==> config.mk <==
export PLATFORM = sky130hd
export DESIGN_NAME = spi_slave
export DESIGN_NICKNAME = d
export VERILOG_FILES = /design/src/rtl/spi_slave.sv
export SDC_FILE = /design/constraint.sdc
export NUM_CORES = 1
export LEC_CHECK = 0
export CAP_MARGIN = 10
export CORE_ASPECT_RATIO = 1.1
export CORE_UTILIZATION = 53
export DETAILED_ROUTE_END_ITERATION = 8
export GPL_TIMING_DRIVEN = 0
export PLACE_DENSITY = 0.77
export RECOVER_POWER = 25
export SLEW_MARGIN = 20
export SYNTH_ARGS = -nofsm -noshare
export SYNTH_HDL_FRONTEND = slang
export SYNTH_SLANG_ARGS = --single-unit
export TNS_END_PERCENT = 10
==> constraint.sdc <==
create_clock -name clk -period 2.25 [get_ports clk]
set_clock_uncertainty 0.15 [all_clocks]
set_input_delay 0.225 -clock clk [delete_from_list [all_inputs] [get_ports clk]]
set_output_delay 0.225 -clock clk [all_outputs]
set_load 0.03 [all_outputs]
==> src/rtl/spi_slave.sv <==
// spi_slave: 16-bit SPI slave (SCLK idles high, shift on rise) with synchronized inputs.
// Optional macro SPI_SLAVE_MISO_HIZ_EN tri-states MISO while deselected or idle.
`timescale 1ns/1ps
module spi_slave (
    input  logic        clk,
    input  logic        rst_n,
    input  logic        SS_n,
    input  logic        SCLK,
    input  logic        MOSI,
    output logic        MISO,
    input  logic [15:0] tx_data,
    input  logic        wrt,
    output logic [15:0] rx_data,
    output logic        rdy,
    input  logic        clr_rdy
);
    typedef enum logic {IDLE, ACTIVE} state_t;
    state_t      state, state_nxt;
    logic [2:0]  ss_sync, sclk_sync;
    logic [1:0]  mosi_sync;
    logic        live, armed, done;
    logic [15:0] shift_reg, tx_buf;
    logic [4:0]  bit_cnt;
    logic        ss_fall, ss_rise, sclk_rise, mosi_s;
    logic        load, shift, capture;

    // armed blocks the fake SS_n fall that reset values would otherwise create after reset
    assign ss_fall   = armed & ~ss_sync[1] & ss_sync[2];
    assign ss_rise   = ss_sync[1] & ~ss_sync[2];
    assign sclk_rise = sclk_sync[1] & ~sclk_sync[2];
    assign mosi_s    = mosi_sync[1];

    // input synchronizers; armed only once a real high SS_n sample has been seen
    always_ff @(posedge clk or negedge rst_n)
        if (!rst_n) begin
            ss_sync   <= '1;
            sclk_sync <= '1;
            mosi_sync <= '0;
            live      <= 1'b0;
            armed     <= 1'b0;
        end else begin
            ss_sync   <= {ss_sync[1:0], SS_n};
            sclk_sync <= {sclk_sync[1:0], SCLK};
            mosi_sync <= {mosi_sync[0], MOSI};
            live      <= 1'b1;
            armed     <= armed | (live & ss_sync[0]);
        end

    // state register
    always_ff @(posedge clk or negedge rst_n)
        if (!rst_n) state <= IDLE;
        else state <= state_nxt;

    // next state: leave ACTIVE on deselect or once the full word is in
    always_comb
        state_nxt = (state == IDLE) ? (ss_fall ? ACTIVE : IDLE)
                                    : ((ss_rise || bit_cnt == 5'd16) ? IDLE : ACTIVE);

    // datapath controls; shifting stops at 16 bits so bit_cnt never wraps
    always_comb begin
        load    = (state == IDLE) && ss_fall;
        shift   = (state == ACTIVE) && sclk_rise && !bit_cnt[4];
        capture = shift && (bit_cnt == 5'd15);
    end

    // tx buffer, shifter, bit counter, received word and ready flag
    always_ff @(posedge clk or negedge rst_n)
        if (!rst_n) begin
            tx_buf    <= '0;
            shift_reg <= '0;
            rx_data   <= '0;
            bit_cnt   <= '0;
            done      <= 1'b0;
            rdy       <= 1'b0;
        end else begin
            if (wrt) tx_buf <= tx_data;
            if (load) begin
                shift_reg <= wrt ? tx_data : tx_buf;
                bit_cnt   <= '0;
            end else if (shift) begin
                shift_reg <= {shift_reg[14:0], mosi_s};
                bit_cnt   <= bit_cnt + 5'd1;
            end
            if (capture) rx_data <= {shift_reg[14:0], mosi_s};
            done <= capture;
            rdy  <= done | (rdy & ~clr_rdy & ~load);
        end

`ifdef SPI_SLAVE_MISO_HIZ_EN
    assign MISO = (ss_sync[1] || state == IDLE) ? 1'bz : shift_reg[15];
`else
    assign MISO = shift_reg[15];
`endif
endmodule

# Word level (Yosys, flattened, before mapping)
# Index checks and enable logic that the tools add are counted.
dict set report word_totals {
  ff_bits 66
  input_bits 23
  output_inout_bits 18
  elab_cells 45
}
dict set report classes {
  add_sub_neg 1
  n_eq_ne 2
  muxes 8
  n_bitwise 15
  reduce_logical 7
}
# cell n
set ops {}
lappend ops {{2-to-1 mux 16 bit} 3}
lappend ops {{2-to-1 mux 5 bit} 2}
lappend ops {{bitwise AND 1 bit} 7}
lappend ops {{NOT 1 bit} 6}
lappend ops {{adder 5 x 1 -> 5 bit (second input constant)} 1}
lappend ops {{== test 5 x 4 -> 1 bit (second input constant)} 1}
lappend ops {{== test 5 bit (second input constant)} 1}
lappend ops {{logical AND 1 bit} 4}
lappend ops {{2-to-1 mux 1 bit} 3}
lappend ops {{bitwise OR 1 bit} 2}
lappend ops {{nonzero test 2 bit} 1}
lappend ops {{zero test 1 bit} 1}
lappend ops {{logical OR 1 bit} 1}

# Longest topological paths before layout
dict set report logic_depth {
  depth_word 7
  ltp_mapped 6
  depth_no_buf 5
}

# Least setup slack after synthesis
# Ideal clock, no wire load.
dict set report synth_path {
  path_kind {register to register}
  start {reg bit_cnt[0]}
  end {reg rx_data[10]}
  setup_ns 0.125
  arrival_time_ns 1.660
  required_time_ns 1.975
  slack_ns 0.315
  path_stages_with_launch 7
  n_path_buf 1
  period_less_slack_ns 1.935
  path_cell_list {dfrtp_1 > ha_1 > and3_1 > ha_1 > nor3b_4 > buf_12 > mux2_4}
}
dict set report synth_between {
  elab_chain_cells 2
}
# item line
set synth_rtl {}
lappend synth_rtl {{from (decl)} 23} ;# logic [4:0] bit_cnt;
lappend synth_rtl {{from (signal assigned)} 82} ;# bit_cnt <= bit_cnt + 5'd1;
lappend synth_rtl {{== test 5 x 4 -> 1 bit} 63} ;# capture = shift && (bit_cnt == 5'd15);
lappend synth_rtl {{logical AND 1 bit} 63}
lappend synth_rtl {{net capture} 25} ;# logic load, shift, capture;
lappend synth_rtl {{to (signal assigned)} 84} ;# if (capture) rx_data <= {shift_reg[14:0], mosi_s};
lappend synth_rtl {{to (decl)} 13} ;# output logic [15:0] rx_data,
# The timed path passes the listed nets, and every way through them passes these cells.
# A chain may end at the register's enable or synchronous reset.

# Worst setup path in the final report
dict set report layout_path {
  start {reg bit_cnt[0]}
  end {reg rx_data[15]}
}
dict set report layout_between {
  elab_chain_cells 2
}
# item line
set layout_rtl {}
lappend layout_rtl {{== test 5 x 4 -> 1 bit} 63}
lappend layout_rtl {{logical AND 1 bit} 63}
# No other way between the ends.

==> results.ini <==
[setup_path]
crit_buf_inv=1
critPathLaunchType=flip-flop
highest_net_fanout_along_the_worst_path=5
ws_path_type=flip-flop to flip-flop
setup.worst_path.end_class=flip-flop
timing.critical_path.max_delay_family=simple AND/OR/NAND/NOR gates
path_common_cell=sky130_fd_sc_hd__ha_1
worstPathRequired_ns=2.32
worst_path_max_delay_cell=sky130_fd_sc_hd__dfrtp_1
cp_data_arrival_time_ns=2.05
delay_of_the_slowest_cell_on_the_worst_path_ns=0.42
cp_cell_sequence=ha_1 -> and3_1 -> ha_1 -> nor3b_4 -> buf_4 -> mux2_2

[yosys]
mappedNetlistArea_um2=2630
yosys-top-cells-area=sky130_fd_sc_hd__dfrtp_1 (57%), sky130_fd_sc_hd__mux2_2 (9.8%), sky130_fd_sc_hd__dfstp_2 (6.0%), sky130_fd_sc_hd__a221o_1 (5.7%), sky130_fd_sc_hd__mux2_4 (5.1%)
synth-warning-count=0
post_synth_edffs=0
netlist-cell-type-count=31
synth_seq_area_share_pct=63.1
ys_top_cells_by_count=sky130_fd_sc_hd__dfrtp_1 (60), sky130_fd_sc_hd__mux2_2 (23), sky130_fd_sc_hd__and2_1 (16)
synth_top_cell_area_share_pct=57.1
synthesis.nets=201
synth-main-ff-cell=sky130_fd_sc_hd__dfrtp_1
most_used_standard_cell_by_instance_count_after_synthesis=sky130_fd_sc_hd__dfrtp_1
synth_cells=175
number_of_synthesized_register_bits=66
average_cell_area_after_synthesis_um2=15.0
netlist.top_cell.by_area=sky130_fd_sc_hd__dfrtp_1
synth_async_sr_flop_share_pct=100

[routing]
via_count=1614
dr.first_iter.drc_count=116
drt-vias-per-instance=5.57
post_drt_wl_per_cell_um=17.1
route.final.wire_length_um=4960
detail_route.first_pass.iterations=4
postRouteAntennaNets=0
drc=0

[sta]
setup_viol=0
final.min_clock_period_ns=1.98
finalCritPeriodShare_pct=87.9
timing_hold_violations_final=0
hold_slack_ns=0.134
finalWorstSetupSlack_ns=0.272
maxClockFrequency_mhz=506
grt_setup_unrepaired=false
slew_headroom_pct=15.3
tightestPinTransition_ns=1.27
timing.final.max_slew_violations=0

[power]
max-vdd-ir-drop_uv=759
report.power.total_mw=3.16
comb_power_share_pct=11.5
power_report.internal_total_mw=2.44
seq_power_share_pct=46.7
clockPowerShare_pct=41.8
power.leakage_nw=1.52
power_density_nw_per_um2=931
power.switching_mw=0.726
switching_share_pct=23.0

[finish]
finalNetCount=255
insertedDiodeCount=0
finish.utilization_pct=72.0
post_route_cells_drive_above_1_share_pct=26.9
synthToLayoutAreaGrowth_pct=29.1
post-route-cell-area_um2=3400

[die]
floorplan.core_area_um2=4720
floorplan.io_pins=41
placement_rows=26
start_util_pct=55.8
chipWidth_um=69.2
die-height_um=75.9
design.die.area_um2=5250

[place]
post-place-ws_ns=0.0164
dpl_cell_area_um2=3110
post-dp-hpwl_um=3300
gp_congestion=0.739
port_buffers=39

[cts]
cts_buffers=9
ctsLongestPathBuffers=2
clock_latency_ns=0.34
cts_root_buffer=sky130_fd_sc_hd__clkbuf_8
cts_tree=yes
clkSlewWorstSetupHoldPaths_ns=0.07
clock_sinks=66
htree_num_levels=3
cts_resized=0

[grt]
grt_pass1_wl_um=8630
grt_start_max_net_pins=45
track_usage_pct=21.5
number_of_global_route_vias_before_repair=1757
antenna_found_initial=0
final_global_route_overflow_total=0

[worst_hold_path]
min_path_type=primary input to flip-flop

[flow_run]
maxCapViolations=0

[run_status]
run_status=completed

==> cell families (layout without fill, tap and decap cells) <==
family,Yosys count,count (layout),share of synthesized area [%]
muxes,32,32,15.0
AOI/OAI and AO/OA,27,27,8.42
and+or+nand+nor,33,33,9.18
DFF,66,66,63.1
other,1,1,0.143
buffers and inverters,13,72,2.81
adders and majority gates,3,3,1.43
==> per-stage QoR <==
stage / TNS [ns] / instances
global placement: -67.52 / 270
floorplan: 0 / 175
finish: 0 / 290
detailed placement: 0 / 271
CTS: 0 / 288
global route: 0 / 290
==> final timing paths <==
| kind | from | end | slack [ns] | cells past startpoint |
|---|---|---|---|---|
| max | bit_cnt[0] | rx_data[15] | 0.27 | 6 |
| min | wrt | tx_buf[3] | 0.13 | 2 |
| max reg2reg | bit_cnt[0] | rx_data[15] | 0.27 | 6 |
| min reg2reg | sclk_sync[0] | sclk_sync[1] | 0.21 | 0 |
| max in group asynchronous | rst_n | sclk_sync[0] | 0.52 | 3 |
| min in group asynchronous | rst_n | rx_data[4] | 0.54 | 2 |
==> power by group through the flow <==
stage / Sequential, mW / Clock, mW / Combinational [mW]
after CTS: 1.48 / 1.34 / 0.373
after floorplan: 1.47 / 0 / 0.227
after global placement: 1.49 / 0 / 0.346
after detailed placement: 1.50 / 0 / 0.367
final: 1.48 / 1.32 / 0.365
after global routing: 1.50 / 1.39 / 0.406
==> placed cells by master (no fill, tap or decap), types with 2 or more instances in the layout <==
cell	n
sky130_fd_sc_hd__mux2_4	9
sky130_fd_sc_hd__and2_1	16
sky130_fd_sc_hd__or3_1	2
sky130_fd_sc_hd__dfstp_1	3
sky130_fd_sc_hd__buf_4	3
sky130_fd_sc_hd__buf_2	4
sky130_fd_sc_hd__nand4bb_1	2
sky130_fd_sc_hd__nand2_1	3
sky130_fd_sc_hd__clkbuf_8	10
sky130_fd_sc_hd__mux2_2	22
sky130_fd_sc_hd__bufinv_16	4
sky130_fd_sc_hd__inv_1	6
sky130_fd_sc_hd__buf_12	2
sky130_fd_sc_hd__dlygate4sd3_1	4
sky130_fd_sc_hd__clkbuf_1	3
sky130_fd_sc_hd__a21oi_1	2
sky130_fd_sc_hd__nand3_1	2
sky130_fd_sc_hd__a221o_1	15
sky130_fd_sc_hd__o21ai_0	6
sky130_fd_sc_hd__clkdlybuf4s50_1	35
sky130_fd_sc_hd__ha_1	3
sky130_fd_sc_hd__dfrtp_1	60
sky130_fd_sc_hd__dfstp_2	3
==> layout make-up <==
type / count / area (um^2)
clock buffer: 11 / 141
inverter: 6 / 22.5
timing repair buffer: 43 / 429
fill: 308 / 1320
sequential: 66 / 1660
multi-input combinational: 96 / 898
clock inverter: 5 / 125
tap: 56 / 70.1
buffer: 7 / 51.3
==> timing repair <==
action	CTS	global route
endpoints found under the setup margin	0	9
setup buffers	0	2
endpoints found under the hold margin	60	0
hold buffers	1	0
==> layer usage <==
| metal | GRT usage [%] | wire length [um] | share of wire, % | up-vias |
|---|---|---|---|---|
| li1 | - | - | - | 739 |
| met2 | 33.4 | 2450 | 49 | 50 |
| met5 | 0 | 0 | 0 | - |
| met4 | 7.96 | 51 | 1.0 | 0 |
| met3 | 7.31 | 278 | 5.6 | 6 |
| met1 | 28.1 | 2180 | 44 | 819 |
Note: power is estimated with default switching activity, not from simulation.
